File: config.mk
export PLATFORM = sky130hd
export DESIGN_NAME = stopwatch_ctrl
export DESIGN_NICKNAME = d
export VERILOG_FILES = /design/src/rtl/stopwatch_ctrl.sv
export SDC_FILE = /design/constraint.sdc
export NUM_CORES = 1
export LEC_CHECK = 0
export ABC_AREA = 1
export CAP_MARGIN = 20
export CORE_ASPECT_RATIO = 0.7
export CORE_MARGIN = 4
export CORE_UTILIZATION = 51
export CTS_CLUSTER_DIAMETER = 80
export CTS_CLUSTER_SIZE = 14
export DETAILED_ROUTE_END_ITERATION = 8
export PLACE_DENSITY = 0.76
export REMOVE_ABC_BUFFERS = 1
export SLEW_MARGIN = 20
export SYNTH_ARGS = -nofsm -noshare
export SYNTH_HDL_FRONTEND = slang
export SYNTH_SLANG_ARGS = --single-unit
File: constraint.sdc
create_clock -name clk -period 1.4 [get_ports clk]
set_input_delay 0.14 -clock clk [delete_from_list [all_inputs] [get_ports clk]]
set_output_delay 0.14 -clock clk [all_outputs]
set_load 0.03 [all_outputs]
File: src/rtl/stopwatch_ctrl.sv
// Start/pause/clear stopwatch with a 4-digit BCD count (SS.cc) advanced by a 10 ms prescaler tick.
// Optional lap-freeze of the displayed digits is compiled in with `define STOPWATCH_LAP_EN.
module stopwatch_ctrl #(
  parameter int TICK_DIV = 500000
) (
  input  logic       clk,
  input  logic       i_sclr,
  input  logic       i_ss,
  input  logic       i_clr,
  input  logic       i_lap,
  output logic       o_run,
  output logic       o_lap,
  output logic       o_wrap,
  output logic [3:0] o_d3,
  output logic [3:0] o_d2,
  output logic [3:0] o_d1,
  output logic [3:0] o_d0
);

  // state | meaning
  // IDLE  | count and prescaler at zero, waiting for start
  // RUN   | prescaler advancing, count incremented on each tick
  // PAUSE | count and prescaler frozen; start resumes, clear returns to IDLE

  localparam int PW = (TICK_DIV > 2) ? $clog2(TICK_DIV) : 1;
  localparam logic [PW-1:0] PSC_LAST = PW'(TICK_DIV - 1);
  localparam logic [PW-1:0] PSC_ONE  = PW'(1);

  typedef enum logic [1:0] {
    IDLE  = 2'd0,
    RUN   = 2'd1,
    PAUSE = 2'd2
  } state_t;

  state_t        state, state_nxt;
  logic [PW-1:0] psc, psc_nxt;
  logic [3:0]    cnt_d3, cnt_d2, cnt_d1, cnt_d0;
  logic [3:0]    d3_nxt, d2_nxt, d1_nxt, d0_nxt;
  logic          tick;
  logic          wrap_nxt;
  logic          clr_all;

  always_comb begin
    state_nxt = state;
    psc_nxt   = psc;
    tick      = 1'b0;
    clr_all   = 1'b0;
    case (state)
      IDLE: begin
        psc_nxt = '0;
        if (i_ss) state_nxt = RUN;
      end
      RUN: begin
        tick    = (psc == PSC_LAST);
        psc_nxt = tick ? '0 : psc + PSC_ONE;
        if (i_ss) state_nxt = PAUSE;
      end
      PAUSE: begin
        if (i_clr) begin
          state_nxt = IDLE;
          clr_all   = 1'b1;
        end else if (i_ss) begin
          state_nxt = RUN;
        end
      end
      default: begin
        state_nxt = IDLE;
        clr_all   = 1'b1;
      end
    endcase
  end

  // BCD ripple: each digit only moves when every lower digit wraps.
  always_comb begin
    d3_nxt   = cnt_d3;
    d2_nxt   = cnt_d2;
    d1_nxt   = cnt_d1;
    d0_nxt   = cnt_d0;
    wrap_nxt = 1'b0;
    if (tick) begin
      if (cnt_d0 == 4'd9) begin
        d0_nxt = 4'd0;
        if (cnt_d1 == 4'd9) begin
          d1_nxt = 4'd0;
          if (cnt_d2 == 4'd9) begin
            d2_nxt = 4'd0;
            if (cnt_d3 >= 4'd5) begin
              d3_nxt   = 4'd0;
              wrap_nxt = 1'b1;
            end else begin
              d3_nxt = cnt_d3 + 4'd1;
            end
          end else begin
            d2_nxt = cnt_d2 + 4'd1;
          end
        end else begin
          d1_nxt = cnt_d1 + 4'd1;
        end
      end else begin
        d0_nxt = cnt_d0 + 4'd1;
      end
    end
    if (clr_all) begin
      d3_nxt = 4'd0;
      d2_nxt = 4'd0;
      d1_nxt = 4'd0;
      d0_nxt = 4'd0;
    end
  end

  always_ff @(posedge clk) begin
    if (i_sclr) begin
      state  <= IDLE;
      psc    <= '0;
      cnt_d3 <= 4'd0;
      cnt_d2 <= 4'd0;
      cnt_d1 <= 4'd0;
      cnt_d0 <= 4'd0;
      o_run  <= 1'b0;
      o_wrap <= 1'b0;
    end else begin
      state  <= state_nxt;
      psc    <= clr_all ? '0 : psc_nxt;
      cnt_d3 <= d3_nxt;
      cnt_d2 <= d2_nxt;
      cnt_d1 <= d1_nxt;
      cnt_d0 <= d0_nxt;
      o_run  <= (state_nxt == RUN);
      o_wrap <= wrap_nxt;
    end
  end

`ifdef STOPWATCH_LAP_EN
  logic       lap_q, lap_nxt;
  logic [3:0] disp_d3, disp_d2, disp_d1, disp_d0;

  always_comb begin
    lap_nxt = lap_q;
    if (lap_q) begin
      if (i_lap || clr_all) lap_nxt = 1'b0;
    end else if (i_lap && (state == RUN)) begin
      lap_nxt = 1'b1;
    end
  end

  // Display follows the next live count unless frozen, so it stays a register output.
  always_ff @(posedge clk) begin
    if (i_sclr) begin
      lap_q   <= 1'b0;
      disp_d3 <= 4'd0;
      disp_d2 <= 4'd0;
      disp_d1 <= 4'd0;
      disp_d0 <= 4'd0;
    end else begin
      lap_q <= lap_nxt;
      if (!lap_nxt) begin
        disp_d3 <= d3_nxt;
        disp_d2 <= d2_nxt;
        disp_d1 <= d1_nxt;
        disp_d0 <= d0_nxt;
      end
    end
  end

  assign o_lap = lap_q;
  assign o_d3  = disp_d3;
  assign o_d2  = disp_d2;
  assign o_d1  = disp_d1;
  assign o_d0  = disp_d0;
`else
  logic unused_lap;
  assign unused_lap = i_lap;
  assign o_lap      = 1'b0;
  assign o_d3       = cnt_d3;
  assign o_d2       = cnt_d2;
  assign o_d1       = cnt_d1;
  assign o_d0       = cnt_d0;
`endif

endmodule
==> reports/metrics.yaml <==
rrSetupSlack_ns: -0.35
grt_use_met1: 0.375
synth_top_cell_by_area: "dfxtp_1"
gp_congestion: 0.952
slew_viol_final: 0
synth.area.top_cells: "dfxtp_1 34%, nand2_1 15%, nor2_1 8.2%"
required_ns: 1.60
crit_buf_inv: 1
die_width_um: 88.2
drt-pass1-iter-count: 7
synthMuxAreaShare: 0
stdcell_count: 500
grt_pass1_wl_mm: 12.7
dp.cells: 478
cp.depth: 9
via_per_inst: 6.08
min_from: "i_ss"
antenna_found_initial: 0
crit_end: "o_d2[1]"
netlist_area_mm2: 0.00230
r2r_start: "psc[13]"
antenna_cells: 0
setup_violations: 36
synthSimpleGateAreaFrac: 0.397
cp.arrival_ns: 1.94
root_buffer: "clkbuf_8"
violations: "negative setup slack"
worst_slack_ns: -0.346
startpoint_type: "flip-flop"
synth_top_area_share: 0.340
whs_ns: 0.488
die_y_um: 64.2
core_mm2: 0.00435
startpoint: "psc[13]"
h-tree-depth: 2
hp-class: "in -> reg"
crit_type: "reg -> reg"
port_buffers: 21
area.sequential_um2: 800
gr-usage-met3: 0.0619
multi_input_area_mm2: 0.00164
synth-seq-area-share: 0.340
ios: 24
synth_xor_area_frac: 0.0305
crit_chain: "nand2_1 > inv_1 > nand2_2 > nor2_2 > nand3_4 > nor2_4 > nand2_2 > nor2_1 > nor2_1"
fmax_ghz: 0.573
grt_pass1_vias: 2744
grt_use_total: 0.288
die-area_mm2: 0.00566
critPathMaxFanout: 6
grt_max_degree: 20
drt_wl_total_mm: 9.38
reg2reg_to: "o_d2[1]"
nets: 453
layout-drive-gt1-share: 0.436
hpwl_mm: 4.94
synth.distinct_cells: 39
pwr_density_cell_mw_per_mm2: 654
finalHoldViolCount: 0
route.vias.total: 3038
fin_crit_sh: 1.25
synth_compound_area_frac: 0.113
reg2regPathDepth: 9
cts_hold_buf: 0
peakVddDrop_mv: 0.733
syn2layout_area_growth_pct: 55.4
leakagePower_nw: 1.59
synth_top_family_by_area: "simple AND/OR/NAND/NOR gates"
start_util: 0.528
postRouteAntennaNets: 0
drt_first_iter_violations: 525
critPathMaxStageDelay_ns: 0.36
synthArstFlopShare: 0
ys.flop_type: "dfxtp_1"
synth_edf_count: 0
syn_inst: 351
grt-ovfl-total: 0
top_usage_layer: "met2"
n_fill_cell: 247
synth-seq-cells: 39
wl_per_cell_um: 18.8
clkLatencyLatePin_ns: 0.30
drc: 0
cts_made_buffers: 5
clock_skew_ns: 0.00562
avgSynthCellArea_um2: 6.54
endpoint_kind: "flip-flop"
num_rows: 20
path_clk_slew_ns: 0.08
status: "finished, violations left"
drv_cap: 0
cts_tree: "done"
min_period_ns: 1.75
slowest_stage: "dfxtp_1"
clockBufferDepth: 2
clock_sinks: 39
yosys_warnings: 0
cp_top_family: "simple AND/OR/NAND/NOR gates"
gr-usage-met2: 0.472
synth_adder_area_share: 0.0218
rsz0062_at_grt: "yes"
## where the power goes
part	internal, mW	leakage [nW]	total, mW	switching [mW]
clock	0.449	0.0505	0.874	0.425
sequential	1.12	0.322	1.14	0.0169
combinational	0.118	1.22	0.322	0.203
## placed cells by master, fill, tap and decap left out, types with 2 or more instances in the layout
cell type,n
or2_2,2
nor2_1,38
nand3_2,12
nand4_1,9
o21ai_2,4
nor2_2,11
nor3_2,2
buf_6,6
nand3_1,13
inv_1,35
xnor2_1,2
inv_4,3
clkdlybuf4s50_1,3
o21ai_0,7
inv_2,6
buf_4,65
a21oi_2,12
nand2_1,67
o21ai_1,3
clkbuf_8,7
inv_8,2
nand2_2,21
dfxtp_2,12
nand2_4,6
nor2_4,10
nor3_1,2
dlygate4sd2_1,18
a22oi_2,2
ha_1,3
a21oi_1,11
dfxtp_1,26
xor2_1,5
## cell usage after synthesis, types with 2 or more instances
cell type  number
xnor2_1         3
a22oi_1         2
nand2_2         4
nand2_1        90
o21ai_0        14
nand3_1        24
inv_2           6
nor2_1         50
ha_1            4
nor2_4          5
clkbuf_1        2
a21oi_1        23
xor2_1          5
nor3_1          5
or2_2           2
nor2_2          3
dfxtp_1        39
inv_1          38
nand4_1         9
buf_2           4
## flip-flops by register name (all words and copies together), names as in the netlist
signal and flops:
psc 19, o_d0 4, o_d1 4, o_d2 4
o_d3 4, state 2, o_run 1, o_wrap 1
## cell families (layout without fill, tap and decap cells)
group	after synthesis	after routing
AND/OR/NAND/NOR	198	199
buffers and inverters	54	147
flip-flops	39	39
adder cells (fa/ha/maj)	4	4
AO/OA/AOI/OAI	47	47
other	1	1
XOR/XNOR	8	8
## per-layer routing
layer,up-vias,part of all wire
met2,273,0.44
met5,-,0
met3,86,0.12
li1,1307,-
met1,1372,0.38
met4,0,0.059
## worst min path at each step
stage               endpoint  slack, ns  cells after the start
floorplan             o_wrap       0.22                      1
global placement     o_d1[2]       0.49                      2
detailed placement   psc[16]       0.50                      2
CTS                   o_wrap       0.48                      2
global route        state[1]       0.50                      2
finish              state[1]       0.49                      2
## metrics by stage
stage          setup slack (ns)  total power [mW]  utilization  instance area (um2)  setup TNS (ns)
2_1_floorplan            -0.179              1.28            -                 2250           -3.31
3_3_place_gp             -0.137              1.37        0.684                 2980           -3.59
3_5_place_dp             -0.262              1.37        0.684                 2980           -5.75
4_1_cts                  -0.166              2.27        0.781                 3400           -2.99
5_1_grt                  -0.450              2.39        0.820                 3570          -10.30
6_report                 -0.346              2.33        0.820                 3570           -7.25
## final cells by class
cell class,count,area share
clock buffers,7,0.0270
clock inverters,1,0.00210
inverters,45,0.0515
multi-input cells,259,0.459
flip-flops and latches,39,0.224
well taps,55,0.0193
repair buffers,93,0.214
repair inverters,1,0.00315
## what timing repair did
item	4_1_cts	5_1_grt
pin swaps	21	13
gates cloned	2	0
buffers inserted	10	2
setup endpoints to repair	53	38
resized for setup	98	44
Note: power is estimated with default switching activity, not from simulation.
